<file path="config.mk">
export PLATFORM = sky130hd
export DESIGN_NAME = garegga_gp9001_cpu_port
export DESIGN_NICKNAME = d
export VERILOG_FILES = /design/src/rtl/gp9001_pkg.sv /design/src/rtl/gp9001_regfile.sv /design/src/rtl/garegga_gp9001_cpu_port.sv
export SDC_FILE = /design/constraint.sdc
export NUM_CORES = 1
export LEC_CHECK = 0
export BUFFER_PORTS_ARGS = -buffer_cell sky130_fd_sc_hd__buf_2
export CAP_MARGIN = 40
export CORE_UTILIZATION = 57
export CTS_CLUSTER_SIZE = 28
export DETAILED_ROUTE_END_ITERATION = 8
export GPL_ROUTABILITY_DRIVEN = 0
export PLACE_DENSITY = 0.87
export SLEW_MARGIN = 20
export SYNTH_ARGS = -nofsm -noshare
export SYNTH_HDL_FRONTEND = slang
export SYNTH_SLANG_ARGS = --single-unit
</file>
<file path="constraint.sdc">
create_clock -name CLK -period 6.15 [get_ports CLK]
set_input_delay 0.9225 -clock CLK [delete_from_list [all_inputs] [get_ports CLK]]
set_output_delay 0.9225 -clock CLK [all_outputs]
set_load 0.005 [all_outputs]
</file>
<file path="src/rtl/gp9001_pkg.sv">
// Shared definitions for the GP9001 CPU-side command port.
// Holds the FSM state encoding, the one-hot operation bit positions,
// default geometry constants and a one-hot legality helper.
package gp9001_pkg;

  typedef enum logic [1:0] {
    ST_IDLE = 2'd0,
    ST_REQ  = 2'd1,
    ST_DATA = 2'd2,
    ST_ACK  = 2'd3
  } state_t;

  // Bit positions of the operation strobes inside the packed op vector.
  localparam int OP_W            = 6;
  localparam int OPB_SELECT_REG  = 0;
  localparam int OPB_WRITE_REG   = 1;
  localparam int OPB_WRITE_RAM   = 2;
  localparam int OPB_READ_RAM_H  = 3;
  localparam int OPB_READ_RAM_L  = 4;
  localparam int OPB_SET_RAM_PTR = 5;

  localparam int DEF_VRAM_AW = 14;
  localparam int DEF_NREGS   = 16;

  // True when exactly one strobe is set.
  function automatic logic op_onehot(input logic [OP_W-1:0] op);
    return (op != '0) && ((op & (op - 6'd1)) == '0);
  endfunction

endpackage

</file>
<file path="src/rtl/gp9001_regfile.sv">
// Control register file (NREGS x 16) plus the 8-bit register select.
// Latency: select/write land on the clock edge after the enable; o_reg_wstb
// pulses for one cycle alongside the landed write. No backpressure.
// Ports: i_clk/i_rst_n, i_sel_we/i_sel_din (select load), i_wr_en/i_wr_data
// (write to selected reg), o_regs (flattened, reg n at [16n+15:16n]), o_reg_wstb.
module gp9001_regfile
  import gp9001_pkg::*;
#(
  parameter int NREGS = DEF_NREGS
) (
  input  logic                  i_clk,
  input  logic                  i_rst_n,
  input  logic                  i_sel_we,
  input  logic [7:0]            i_sel_din,
  input  logic                  i_wr_en,
  input  logic [15:0]           i_wr_data,
  output logic [16*NREGS-1:0]   o_regs,
  output logic                  o_reg_wstb
);

  localparam int IW = $clog2(NREGS);

  logic [7:0]  r_sel;
  logic [15:0] r_regs [NREGS];
  logic        w_hit;

  // Writes to an index beyond the file are dropped without a strobe.
  assign w_hit = i_wr_en && ({24'd0, r_sel} < 32'(NREGS));

  always_ff @(posedge i_clk or negedge i_rst_n) begin
    if (!i_rst_n) begin
      r_sel      <= '0;
      o_reg_wstb <= 1'b0;
      for (int i = 0; i < NREGS; i++) r_regs[i] <= '0;
    end else begin
      if (i_sel_we) r_sel <= i_sel_din;
      o_reg_wstb <= w_hit;
      if (w_hit) r_regs[r_sel[IW-1:0]] <= i_wr_data;
    end
  end

  for (genvar g = 0; g < NREGS; g++) begin : g_flat
    assign o_regs[16*g +: 16] = r_regs[g];
  end

endmodule

</file>
<file path="src/rtl/garegga_gp9001_cpu_port.sv">
// GP9001 CPU command responder: decodes one-hot op strobes on a CS rising
// edge, owns the VRAM pointer, arbitrates single-word VRAM accesses.
// Latency from CS-rise sample edge: reg/sel/ptr ops ACK at +1, VRAM write +2,
// VRAM read +3; each cycle without VRAM_GNT adds one. VRAM_GNT is the only stall.
// Ports: CPU side CS/OP_*/DIN/DOUT/ACK; VRAM side ADDR/WDATA/WE/RD/GNT/RDATA;
// REGS/REG_WSTB to scroll logic. Optional OPERR sticky flag when
// GARREGGA_GP9001_OPERR_EN is defined.
module garegga_gp9001_cpu_port
  import gp9001_pkg::*;
#(
  parameter int VRAM_AW = DEF_VRAM_AW,
  parameter int NREGS   = DEF_NREGS
) (
  input  logic                  CLK,
  input  logic                  RESET_N,
  input  logic                  CS,
  input  logic                  OP_SELECT_REG,
  input  logic                  OP_WRITE_REG,
  input  logic                  OP_WRITE_RAM,
  input  logic                  OP_READ_RAM_H,
  input  logic                  OP_READ_RAM_L,
  input  logic                  OP_SET_RAM_PTR,
  input  logic [15:0]           DIN,
  output logic [15:0]           DOUT,
  output logic                  ACK,
  output logic [VRAM_AW-1:0]    VRAM_ADDR,
  output logic [15:0]           VRAM_WDATA,
  output logic                  VRAM_WE,
  output logic                  VRAM_RD,
  input  logic                  VRAM_GNT,
  input  logic [15:0]           VRAM_RDATA,
  output logic [16*NREGS-1:0]   REGS,
  output logic                  REG_WSTB
`ifdef GARREGGA_GP9001_OPERR_EN
  ,
  output logic                  OPERR
`endif
);

  state_t              r_state, w_next;
  logic                r_cs, r_cs_prev;
  logic [OP_W-1:0]     r_op, w_op_in;
  logic [15:0]         r_din;
  logic [VRAM_AW-1:0]  r_ptr;
  logic [15:0]         r_wdata, r_dout;
  logic                r_is_wr, r_is_rdl;
  logic                w_start, w_illegal;
  logic                w_sel_we, w_reg_we, w_ptr_load, w_ptr_inc, w_dout_load, w_kind_load;

  assign w_op_in[OPB_SELECT_REG]  = OP_SELECT_REG;
  assign w_op_in[OPB_WRITE_REG]   = OP_WRITE_REG;
  assign w_op_in[OPB_WRITE_RAM]   = OP_WRITE_RAM;
  assign w_op_in[OPB_READ_RAM_H]  = OP_READ_RAM_H;
  assign w_op_in[OPB_READ_RAM_L]  = OP_READ_RAM_L;
  assign w_op_in[OPB_SET_RAM_PTR] = OP_SET_RAM_PTR;

  // CS, strobes and data are sampled together; the operation starts one
  // edge later from the sampled copy so strobe/data skew cannot matter.
  assign w_start   = (r_state == ST_IDLE) && r_cs && !r_cs_prev;
  assign w_illegal = !op_onehot(r_op);

  always_ff @(posedge CLK or negedge RESET_N) begin
    if (!RESET_N) r_state <= ST_IDLE;
    else          r_state <= w_next;
  end

  always_comb begin
    w_next      = r_state;
    w_sel_we    = 1'b0;
    w_reg_we    = 1'b0;
    w_ptr_load  = 1'b0;
    w_ptr_inc   = 1'b0;
    w_dout_load = 1'b0;
    w_kind_load = 1'b0;
    case (r_state)
      ST_IDLE: begin
        if (w_start) begin
          w_next = ST_ACK;
          if (!w_illegal) begin
            if (r_op[OPB_SELECT_REG])       w_sel_we   = 1'b1;
            else if (r_op[OPB_WRITE_REG])   w_reg_we   = 1'b1;
            else if (r_op[OPB_SET_RAM_PTR]) w_ptr_load = 1'b1;
            else begin
              // Remaining legal ops all touch VRAM.
              w_kind_load = 1'b1;
              w_next      = ST_REQ;
            end
          end
        end
      end
      ST_REQ: begin
        if (VRAM_GNT) begin
          if (r_is_wr) begin
            w_ptr_inc = 1'b1;
            w_next    = ST_ACK;
          end else begin
            w_next = ST_DATA;
          end
        end
      end
      ST_DATA: begin
        w_dout_load = 1'b1;
        w_ptr_inc   = r_is_rdl;
        w_next      = ST_ACK;
      end
      ST_ACK: begin
        if (!CS) w_next = ST_IDLE;
      end
      default: w_next = ST_IDLE;
    endcase
  end

  always_ff @(posedge CLK or negedge RESET_N) begin
    if (!RESET_N) begin
      r_cs      <= 1'b0;
      r_cs_prev <= 1'b0;
      r_op      <= '0;
      r_din     <= '0;
      r_ptr     <= '0;
      r_wdata   <= '0;
      r_dout    <= '0;
      r_is_wr   <= 1'b0;
      r_is_rdl  <= 1'b0;
    end else begin
      r_cs      <= CS;
      r_cs_prev <= r_cs;
      r_op      <= w_op_in;
      r_din     <= DIN;
      if (w_ptr_load)     r_ptr <= r_din[VRAM_AW-1:0];
      else if (w_ptr_inc) r_ptr <= r_ptr + VRAM_AW'(1);
      if (w_kind_load) begin
        r_is_wr  <= r_op[OPB_WRITE_RAM];
        r_is_rdl <= r_op[OPB_READ_RAM_L];
        if (r_op[OPB_WRITE_RAM]) r_wdata <= r_din;
      end
      if (w_dout_load) r_dout <= VRAM_RDATA;
    end
  end

  assign ACK        = (r_state == ST_ACK);
  assign VRAM_WE    = (r_state == ST_REQ) &&  r_is_wr;
  assign VRAM_RD    = (r_state == ST_REQ) && !r_is_wr;
  assign VRAM_ADDR  = r_ptr;
  assign VRAM_WDATA = r_wdata;
  assign DOUT       = r_dout;

  gp9001_regfile #(.NREGS(NREGS)) u_regfile (
    .i_clk      (CLK),
    .i_rst_n    (RESET_N),
    .i_sel_we   (w_sel_we),
    .i_sel_din  (r_din[7:0]),
    .i_wr_en    (w_reg_we),
    .i_wr_data  (r_din),
    .o_regs     (REGS),
    .o_reg_wstb (REG_WSTB)
  );

`ifdef GARREGGA_GP9001_OPERR_EN
  logic r_operr;
  always_ff @(posedge CLK or negedge RESET_N) begin
    if (!RESET_N)                  r_operr <= 1'b0;
    else if (w_start && w_illegal) r_operr <= 1'b1;
  end
  assign OPERR = r_operr;
`endif

endmodule
</file>
== Word-level counts from Yosys, hierarchy flattened ==
Cells that the tools add are included.

* Register bits after elaboration: 339
* Bits of input ports: 42
* Output and inout port bits: 306
* Word-level logic and storage cells: 95

* Add/subtract/negate cells: 2
* Order comparisons: 3
* Eq/ne operators: 6
* Muxes and demuxes: 39
* Bitwise logic cells: 2
* Reduce and logical (&&, ||, !) cells: 15

{| class="wikitable"
|+ Operators by type and width
! cell !! number
|-
| $bwmux 256 || 1
|-
| $demux 16 s4 || 1
|-
| $mux 14 || 2
|-
| $mux 1 || 25
|-
| $mux 16 || 1
|-
| $add 14x1->14 const B || 1
|-
| $mux 2 || 7
|-
| $lt 8x5->1 const B || 1
|-
| $pmux 2 s4 || 1
|-
| $logic_and 1x1->1 || 7
|-
| $and 6x6->6 || 1
|-
| $logic_not 6->1 || 1
|-
| $ne 2x2->1 const B || 3
|-
| $reduce_bool 6->1 || 1
|-
| $sub 6x1->6 const B || 1
|-
| $ge 5x5->1 const B || 1
|-
| $lt 5x1->1 const B || 1
|-
| $not 4->5 || 1
|-
| $eq 2x2->1 const B || 2
|-
| $reduce_and 3->1 || 1
|-
| $eq 2x1->1 const B || 1
|-
| $logic_not 1->1 || 2
|-
| $logic_not 2->1 || 1
|-
| $pmux 1 s2 || 1
|-
| other kinds (2) || 2
|}

== Longest topological paths before layout ==
Gate-level depths: netlist (run 1).

* Word-level depth: 8
* Gate-level depth with buffers: 10
* Mapped depth without buffers: 7

== Modules after synthesis ==
Synthesis (run 1) repeated with hierarchy kept, for this count alone.

* Cell total of the unflattened synthesis: 827
* Area total of the unflattened synthesis: 13,247.7 µm²

{| class="wikitable"
|+ By module, submodules not included
! module !! instances !! cells each !! area each (µm²) !! seq. area each (µm²)
|-
| gp9001_regfile || 1 || 597 || 10,213.5 || 6,631.4
|-
| garegga_gp9001_cpu_port || 1 || 230 || 3,034.2 || 1,851.8
|}

== Least setup slack after synthesis (run 1) ==
OpenSTA, ideal clock, no wires.

* Path kind: flip-flop to flip-flop
* Start: reg r_state[0]
* End: reg u_regfile.r_regs, in the netlist u_regfile.o_regs[101]
* Setup time: 0.128 ns
* Data arrival time: 2.619 ns
* Data required time: 6.022 ns
* Path slack: 3.403 ns
* Cell stages (with the launch flop): 10
* Cell sequence: dfrtp_1 inv_1 ha_1 nand3b_1 or3_1 o211ai_4 buf_6 nand4_4 buf_2 mux2_1

* Longest elaborated chain between the ends: 6

{| class="wikitable"
|+ Ends and longest elaborated chain
! element !! line !! RTL
|-
| start, declared || garegga_gp9001_cpu_port.sv:40 || <nowiki>state_t r_state, w_next;</nowiki>
|-
| start signal, assigned || garegga_gp9001_cpu_port.sv:64 || <nowiki>else r_state <= w_next;</nowiki>
|-
| $logic_not 2->1 * || garegga_gp9001_cpu_port.sv:59, garegga_gp9001_cpu_port.sv:75 ||
|-
| $logic_and 1x1->1 (2 in a row) || garegga_gp9001_cpu_port.sv:59 || <nowiki>assign w_start = (r_state == ST_IDLE) && r_cs && !r_cs_prev;</nowiki>
|-
| $mux 1 || garegga_gp9001_cpu_port.sv:77 || <nowiki>if (w_start) begin</nowiki>
|-
| $mux 1 * || garegga_gp9001_cpu_port.sv:75 || <nowiki>case (r_state)</nowiki>
|-
| $logic_and 1x1->1 * || gp9001_regfile.sv:28 || <nowiki>assign w_hit = i_wr_en && ({24'd0, r_sel} < 32'(NREGS));</nowiki>
|-
| end signal, assigned by index || gp9001_regfile.sv:38 || <nowiki>if (w_hit) r_regs[r_sel[IW-1:0]] <= i_wr_data;</nowiki>
|-
| end, declared || gp9001_regfile.sv:24 || <nowiki>logic [15:0] r_regs [NREGS];</nowiki>
|}

Mark *: on every way between the ends. The rest lies on a longest branch, timed or not.
A chain may end at the register's enable or synchronous reset.

== Worst setup path in the final report (run 1) ==
* Start: reg r_state[1]
* End: reg u_regfile.r_regs, in the netlist u_regfile.o_regs[61]

Same word-level chain as after synthesis.

==> summary.md, run 1 <==
| Metric | Value |
|---|---|
| Run status | finished clean |
| Setup CP Type | flip-flop to flip-flop |
| Reg2Reg Launch Point | r_state[1] |
| Max VDD drop | 0.262 mV |
| Minimum clock period | 2.98 ns |
| PwrDens | 313 nW/um^2 |
| Initial antenna violation count | 0 |
| GRT Total Usage | 28.0% |
| R2R Setup Slk | 3.17 ns |
| Endpoints failing setup | 0 |
| Fin worst setup slack | 3.17 ns |
| Leak | 9.72 nW |
| Worst hold start | r_cs |
| Critical path arrival | 3.37 ns |
| Vias | 8310 |
| FF-to-FF End | u_regfile.o_regs[61] |
| DR WL/cell | 22.4 um |
| Post-synth top flop | dfrtp_1 |
| First-pass GRT wire length | 51.2 mm |
| Area of the multi-input gates | 4800 um^2 |
| Clk_lat worst skew | 0.51 ns |
| DRC errors left | 0 |
| Syn_area_per_cell | 16.3 um^2 |
| Asr flop ratio synth | 100% |
| Clock Sinks | 339 |
| Worst Hold Class | flip-flop to flip-flop |
| Total gr overflow | 0 |
| CTS max path bufs | 3 |
| Critical path endpoint category | flip-flop |
| Vias in the first global route | 8731 |
| Simple-Gate Fraction of Synth Area | 5.35% |
| Mapped Cells | 836 |
| #FFs+latches synth | 339 |
| Port buffer count | 347 |
| IO Count | 348 |
| Hold Path Sink | r_cs_prev |
| Number of synthesized flops with an enable pin | 0 |
| Worst slew margin | 36.0% |
| Reg2Reg Depth | 8 |
| Largest net degree at the start of global routing | 154 |
| Gates resized, CTS repair | 0 |
| Max-slew violation count | 0 |
| Core Region | 23500 um^2 |
| DRT Pass-1 Iters | 4 |
| Die Area | 24600 um^2 |
| N_diodes | 0 |
| Max-cap violations | 0 |
| Worst Setup Start Kind | flip-flop |
| Post-Syn Nets | 883 |
| Post-synthesis mux area share | 27.2% |
| Xor and xnor area share after synthesis | 0.899% |
| Clock-pin slew on the worst setup and hold paths | 0.06 ns |
| # fillers | 1496 |
| Pre-CTS setup slack | 3.18 ns |
| Main combinational cell family by area after synthesis | multiplexers |
| Unrepaired setup endpoints after global routing | no |
| Setup TNS | 0 ns |
| Post-Synth Adder-Cell Area | 0.459% |
| Die Y | 157 um |
| DR vias/cell | 5.48 |
| Hold Fails Final Rpt | 0 |
| CP Max Fanout | 16 |
| Synthesized area | 13600 um^2 |
| Share of cells above drive strength 1 | 55.2% |
| Synth Area in Compound Gates | 1.26% |
| DP HPWL | 22.4 mm |
| Yosys cell types | 45 |
| CTS tree | done |
| Slew @ Worst Pin | 0.959 ns |
| Sequential area share after synthesis | 62.2% |
| Storage element area | 8480 um^2 |
| Die X | 157 um |
| Final Cycle Share | 48.5% |
| Hold Crit Depth | 0 |
| Fin Clk Skew | 0.0126 ns |
| Setup Fix Bufs, Post-CTS | 0 |
| Hold-fix buffer count after cts | 0 |
| Final wirelength | 34.0 mm |
| Cts bufs inserted | 36 |
| Synth-to-layout area growth | 23.4% |
| Initial Util | 58.1% |
| Synthesis Warnings | 0 |
| Post-DRT Antenna Nets | 0 |
| CTS root buffer | clkbuf_16 |
| # rows | 56 |
| Layout net count | 1220 |
| WP data required | 6.53 ns |
| Fmax | 335 MHz |
| Starting DRT DRC Count | 404 |
| CTS H-tree depth | 2 |
-- cell families (layout without fill, tap and decap cells) --
kind of cell,after synthesis,count (layout)
multiplexers,300,300
AO/OA/AOI/OAI,26,26
adder cells (fa/ha/maj),5,5
buffers and inverters,66,427
flip-flops,339,339
XOR/XNOR,14,14
AND/OR/NAND/NOR,86,86
-- stage by stage --
step                      cells  power [W]  hold WS (ns)  cell area, um^2  util [%]
after CTS                  1512    0.00531         0.406            16800      71.5
after global routing       1516    0.00546         0.410            16800      71.7
after detailed placement   1450    0.00313         0.393            15600      66.4
after global placement     1445    0.00309         0.386            15500      66.0
after floorplan             836    0.00286         0.367            13600         -
final                      1516    0.00527         0.405            16800      71.7
-- synthesized netlist by cell type, types with 2 or more instances --
| cell type | n | area (um^2) |
|---|---|---|
| ha_1 | 5 | 62.6 |
| nand4b_1 | 2 | 17.5 |
| buf_1 | 9 | 33.8 |
| and4_1 | 2 | 17.5 |
| mux2_4 | 90 | 1350 |
| or3_1 | 2 | 12.5 |
| dfrtp_1 | 339 | 8480 |
| nor4b_1 | 2 | 17.5 |
| mux2i_1 | 2 | 20.0 |
| a21oi_1 | 14 | 70.1 |
| buf_2 | 9 | 45.0 |
| mux2_1 | 70 | 788 |
| nand4_4 | 16 | 340 |
| nand4_1 | 4 | 25.0 |
| nand2_1 | 8 | 30.0 |
| clkbuf_1 | 30 | 113 |
| and3_1 | 5 | 31.3 |
| o21ai_0 | 3 | 15.0 |
| nor3_1 | 3 | 15.0 |
| xnor2_1 | 8 | 70.1 |
| and2_1 | 3 | 18.8 |
| nor2_1 | 23 | 86.3 |
| mux2_2 | 138 | 1550 |
| inv_1 | 6 | 22.5 |
| nor2b_1 | 5 | 31.3 |
| buf_6 | 11 | 124 |
| nand3_1 | 4 | 20.0 |
| xor2_1 | 6 | 52.6 |
-- state kept, by name, indices dropped and copies added, names as in the netlist, 2 cells and up --
register,flops
DOUT,16
u_regfile.r_sel,8
VRAM_WDATA,16
VRAM_ADDR,14
r_state,2
r_op,6
r_din,16
u_regfile.o_regs,256
-- layout make-up --
type / count / share of cell area [%]
clock inverters: 11 / 0.825
clock buffers: 51 / 6.23
repair buffers: 359 / 11.5
multi-input cells: 431 / 28.5
inverters: 6 / 0.134
well taps: 319 / 2.37
flip-flops and latches: 339 / 50.4
-- worst max path at each step --
stage                          start                     to  cells after the start
final                     r_state[1]   u_regfile.o_regs[61]                      8
after global routing      r_state[1]  u_regfile.o_regs[187]                      8
after CTS                 r_state[1]  u_regfile.o_regs[187]                      8
after detailed placement  r_state[1]   u_regfile.o_regs[72]                      8
after global placement    r_state[0]   u_regfile.o_regs[77]                      7
after floorplan           r_state[0]  u_regfile.o_regs[101]                      9
-- power by group --
part           switching, W  internal (W)
Combinational      0.000323      0.000280
Clock              0.000857       0.00131
Sequential         0.000133       0.00237
-- layout by cell type (no fill, tap or decap), drive strengths merged, types with 2 or more instances in the layout --
| cell type | netlist | final |
|---|---|---|
| nor2 | 23 | 23 |
| nand4b | 2 | 2 |
| o211ai | 2 | 2 |
| nand4 | 20 | 20 |
| nor4b | 2 | 2 |
| inv | 6 | 7 |
| buf | 30 | 359 |
| and4 | 2 | 2 |
| o21ai | 3 | 3 |
| dfrtp | 339 | 339 |
| nor3 | 4 | 4 |
| clkbuf | 30 | 51 |
| or3 | 2 | 2 |
| a21oi | 14 | 14 |
| xnor2 | 8 | 8 |
| clkinvlp | 0 | 2 |
| nand3 | 4 | 4 |
| xor2 | 6 | 6 |
| clkinv | 0 | 5 |
| and3 | 5 | 5 |
| bufinv | 0 | 3 |
| mux2 | 298 | 298 |
| and2 | 3 | 3 |
| nor2b | 5 | 5 |
| nand2 | 8 | 8 |
| mux2i | 2 | 2 |
| ha | 5 | 5 |
-- worst max-delay path, stage by stage, from the launching register on --
cell and delay, ns:
dfrtp_1 0.41, inv_1 0.13, ha_1 0.27, nand3b_1 0.16
or3_1 0.38, o211ai_4 0.40, buf_16 0.24, nand4_4 0.41
mux2_4 0.45
-- routing by layer --
| layer | vias to the layer above | global-route usage [%] | share of wire [%] |
|---|---|---|---|
| met3 | 49 | 7.31 | 7.4 |
| li1 | 3627 | - | - |
| met1 | 4302 | 34.6 | 41 |
| met4 | 0 | 7.75 | 1.8 |
| met2 | 332 | 48.5 | 50 |
| met5 | - | 0 | 0 |
No activity file was read; power rests on OpenSTA's default activity.
==> run 2, diff against run 1 <==
--- a/config.mk
+++ b/config.mk
@@ -7,11 +7,11 @@
 export LEC_CHECK = 0
 export BUFFER_PORTS_ARGS = -buffer_cell sky130_fd_sc_hd__buf_2
 export CAP_MARGIN = 40
-export CORE_UTILIZATION = 57
+export CORE_UTILIZATION = 48
 export CTS_CLUSTER_SIZE = 28
 export DETAILED_ROUTE_END_ITERATION = 8
 export GPL_ROUTABILITY_DRIVEN = 0
-export PLACE_DENSITY = 0.87
+export PLACE_DENSITY = 0.78
 export SLEW_MARGIN = 20
 export SYNTH_ARGS = -nofsm -noshare
 export SYNTH_HDL_FRONTEND = slang
==> constraint.sdc (replaced) <==
create_clock -name CLK -period 2.7 [get_ports CLK]
set_input_delay 0.405 -clock CLK [delete_from_list [all_inputs] [get_ports CLK]]
set_output_delay 0.405 -clock CLK [all_outputs]
set_load 0.005 [all_outputs]
==> run 2 against run 1 <==
Net effect:
- power grew 130%
- clock skew grew 0.0054 ns
- sequential power grew 130%
- first-iteration DRC count grew 6.9%
- worst hold slack lost 0.36 ns
- maximum frequency grew 16%
- register-to-register slack lost 3.0 ns
- utilization shrank 8.7 points
- critical endpoint is now u_regfile.o_regs[56]
- largest power group unchanged
- highest routed layer unchanged
==> summary.md, run 2 (synthesized netlist as in run 1, its figures left out) <==
| Metric | Value |
|---|---|
| Run status | finished clean |
| Worst Hold Class | primary input to flip-flop |
| Final wirelength | 34.4 mm |
| Max-slew violation count | 0 |
| PwrDens | 683 nW/um^2 |
| R2R Setup Slk | 0.12 ns |
| GRT Total Usage | 23.8% |
| Setup TNS | 0 ns |
| Core Region | 27900 um^2 |
| Final core utilization | 63.0% |
| Total gr overflow | 0 |
| Hold Fails Final Rpt | 0 |
| Share of cells above drive strength 1 | 55.6% |
| DRC errors left | 0 |
| Clk_lat worst skew | 0.51 ns |
| CTS max path bufs | 3 |
| Layout net count | 1275 |
| Post-DRT Antenna Nets | 0 |
| Reg2Reg Depth | 9 |
| Met3 Track Usage GR | 5.90% |
| Endpoints failing setup | 0 |
| Fin Clk Skew | 0.0180 ns |
| WP data required | 3.09 ns |
| # rows | 61 |
| DRT Pass-1 Iters | 4 |
| Synth-to-layout area growth | 28.8% |
| DR WL/cell | 21.1 um |
| CTS tree | done |
| Worst Setup Start Kind | flip-flop |
| Cts bufs inserted | 36 |
| Cell total after placement | 1529 |
| Gates resized, CTS repair | 0 |
| Vias in the first global route | 8712 |
| Top Usage Layer GRT | met2 |
| Critical path endpoint category | flip-flop |
| Largest net degree at the start of global routing | 83 |
| DP HPWL | 23.1 mm |
| Max-cap violations | 0 |
| DR vias/cell | 5.13 |
| Die Area | 29100 um^2 |
| Minimum clock period | 2.58 ns |
| Reg2Reg Launch Point | r_state[0] |
| Setup CP Type | flip-flop to flip-flop |
| Largest register FFs | 256 |
| Final Cycle Share | 95.6% |
| N_diodes | 0 |
| Worst slew margin | 40.6% |
| Starting DRT DRC Count | 432 |
| Leading cell type in the layout, fill and taps excluded | buf_2 |
| First-pass GRT wire length | 51.7 mm |
| Met1 global-route usage | 30.5% |
| CP Max Fanout | 11 |
| Fmax | 388 MHz |
| IO Count | 348 |
| Hold Crit Depth | 1 |
| CTS H-tree depth | 2 |
| Crit path from | r_state[0] |
| Grt met2 use | 39.6% |
| Worst hold start | CS |
| Clock Sinks | 339 |
| Highest-count cells in the layout ignoring fill and taps | buf_2 (346), dfrtp_1 (339), mux2_2 (138) |
| Port buffer count | 347 |
| FF-to-FF End | u_regfile.o_regs[56] |
| Leak | 10.1 nW |
| Initial Util | 49.0% |
| CTS root buffer | clkbuf_16 |
| Initial antenna violation count | 0 |
| Die X | 171 um |
| Hold Slack | 0.0411 ns |
| Clock-pin slew on the worst setup and hold paths | 0.06 ns |
| Critical path arrival | 2.97 ns |
| Finished Layout Cells | 1630 |
| Hold Path Sink | r_cs |
| Die Y | 171 um |
| Max VDD drop | 0.522 mV |
| Vias | 8368 |
| Slew @ Worst Pin | 0.891 ns |
## run 2: changes by cell type in the layout (fill, tap and decap cells not counted), sizes merged
cell and delta:
clkinvlp -1, dlygate4sd3 +23, inv +2, clkbuf +2
bufinv -2, buf +31
## run 2: per-stage QoR
stage	worst slack, ns	area (um^2)	power [W]
floorplan	0.00350	13700	0.00651
detailed placement	0.0502	15900	0.00719
global route	-0.0197	17600	0.0125
finish	0.120	17600	0.0120
CTS	0.0105	17300	0.0121
global placement	0.111	15800	0.00712
## run 2: worst max-delay path by stage
stage,endpoint,cells past startpoint,slack [ns]
after floorplan,u_regfile.o_regs[101],9,0.004
after global placement,u_regfile.o_regs[24],8,0.11
after detailed placement,u_regfile.o_regs[29],8,0.05
after CTS,u_regfile.o_regs[29],8,0.01
after global routing,u_regfile.o_regs[56],9,-0.02
final,u_regfile.o_regs[56],9,0.12
## run 2: cell type report
class	instances	area, um^2
repair buffers	414	2610
inverters	6	22.5
well taps	378	473
clock buffers	52	1090
clock inverters	10	88.8
fillers	2096	10300
multi-input cells	431	4800
flip-flops and latches	339	8480
## run 2: power by group
part           internal [W]  switching (W)
Combinational      0.000708       0.000757
Clock               0.00291        0.00196
Sequential          0.00539       0.000275
Total               0.00901        0.00299
## run 2: repair_timing
action,CTS,global route
endpoints found under the hold margin,57,0
hold buffers,23,0
endpoints found under the setup margin,0,121
setup buffers,0,9
## run 2: routing by layer
layer / vias up / wire length, um
li1: 3728 / -
met1: 4298 / 14200
met3: 57 / 2380
met2: 285 / 16900
met5: - / 0
met4: 0 / 892
## run 2: worst max-delay path, stage by stage, from the launching register on
cell      delay (ns)
dfrtp_1         0.43
inv_1           0.11
ha_1            0.18
nand3b_1        0.13
or3_1           0.38
o211ai_4        0.28
buf_12          0.21
nand4_4         0.20
buf_12          0.24
mux2_4          0.29
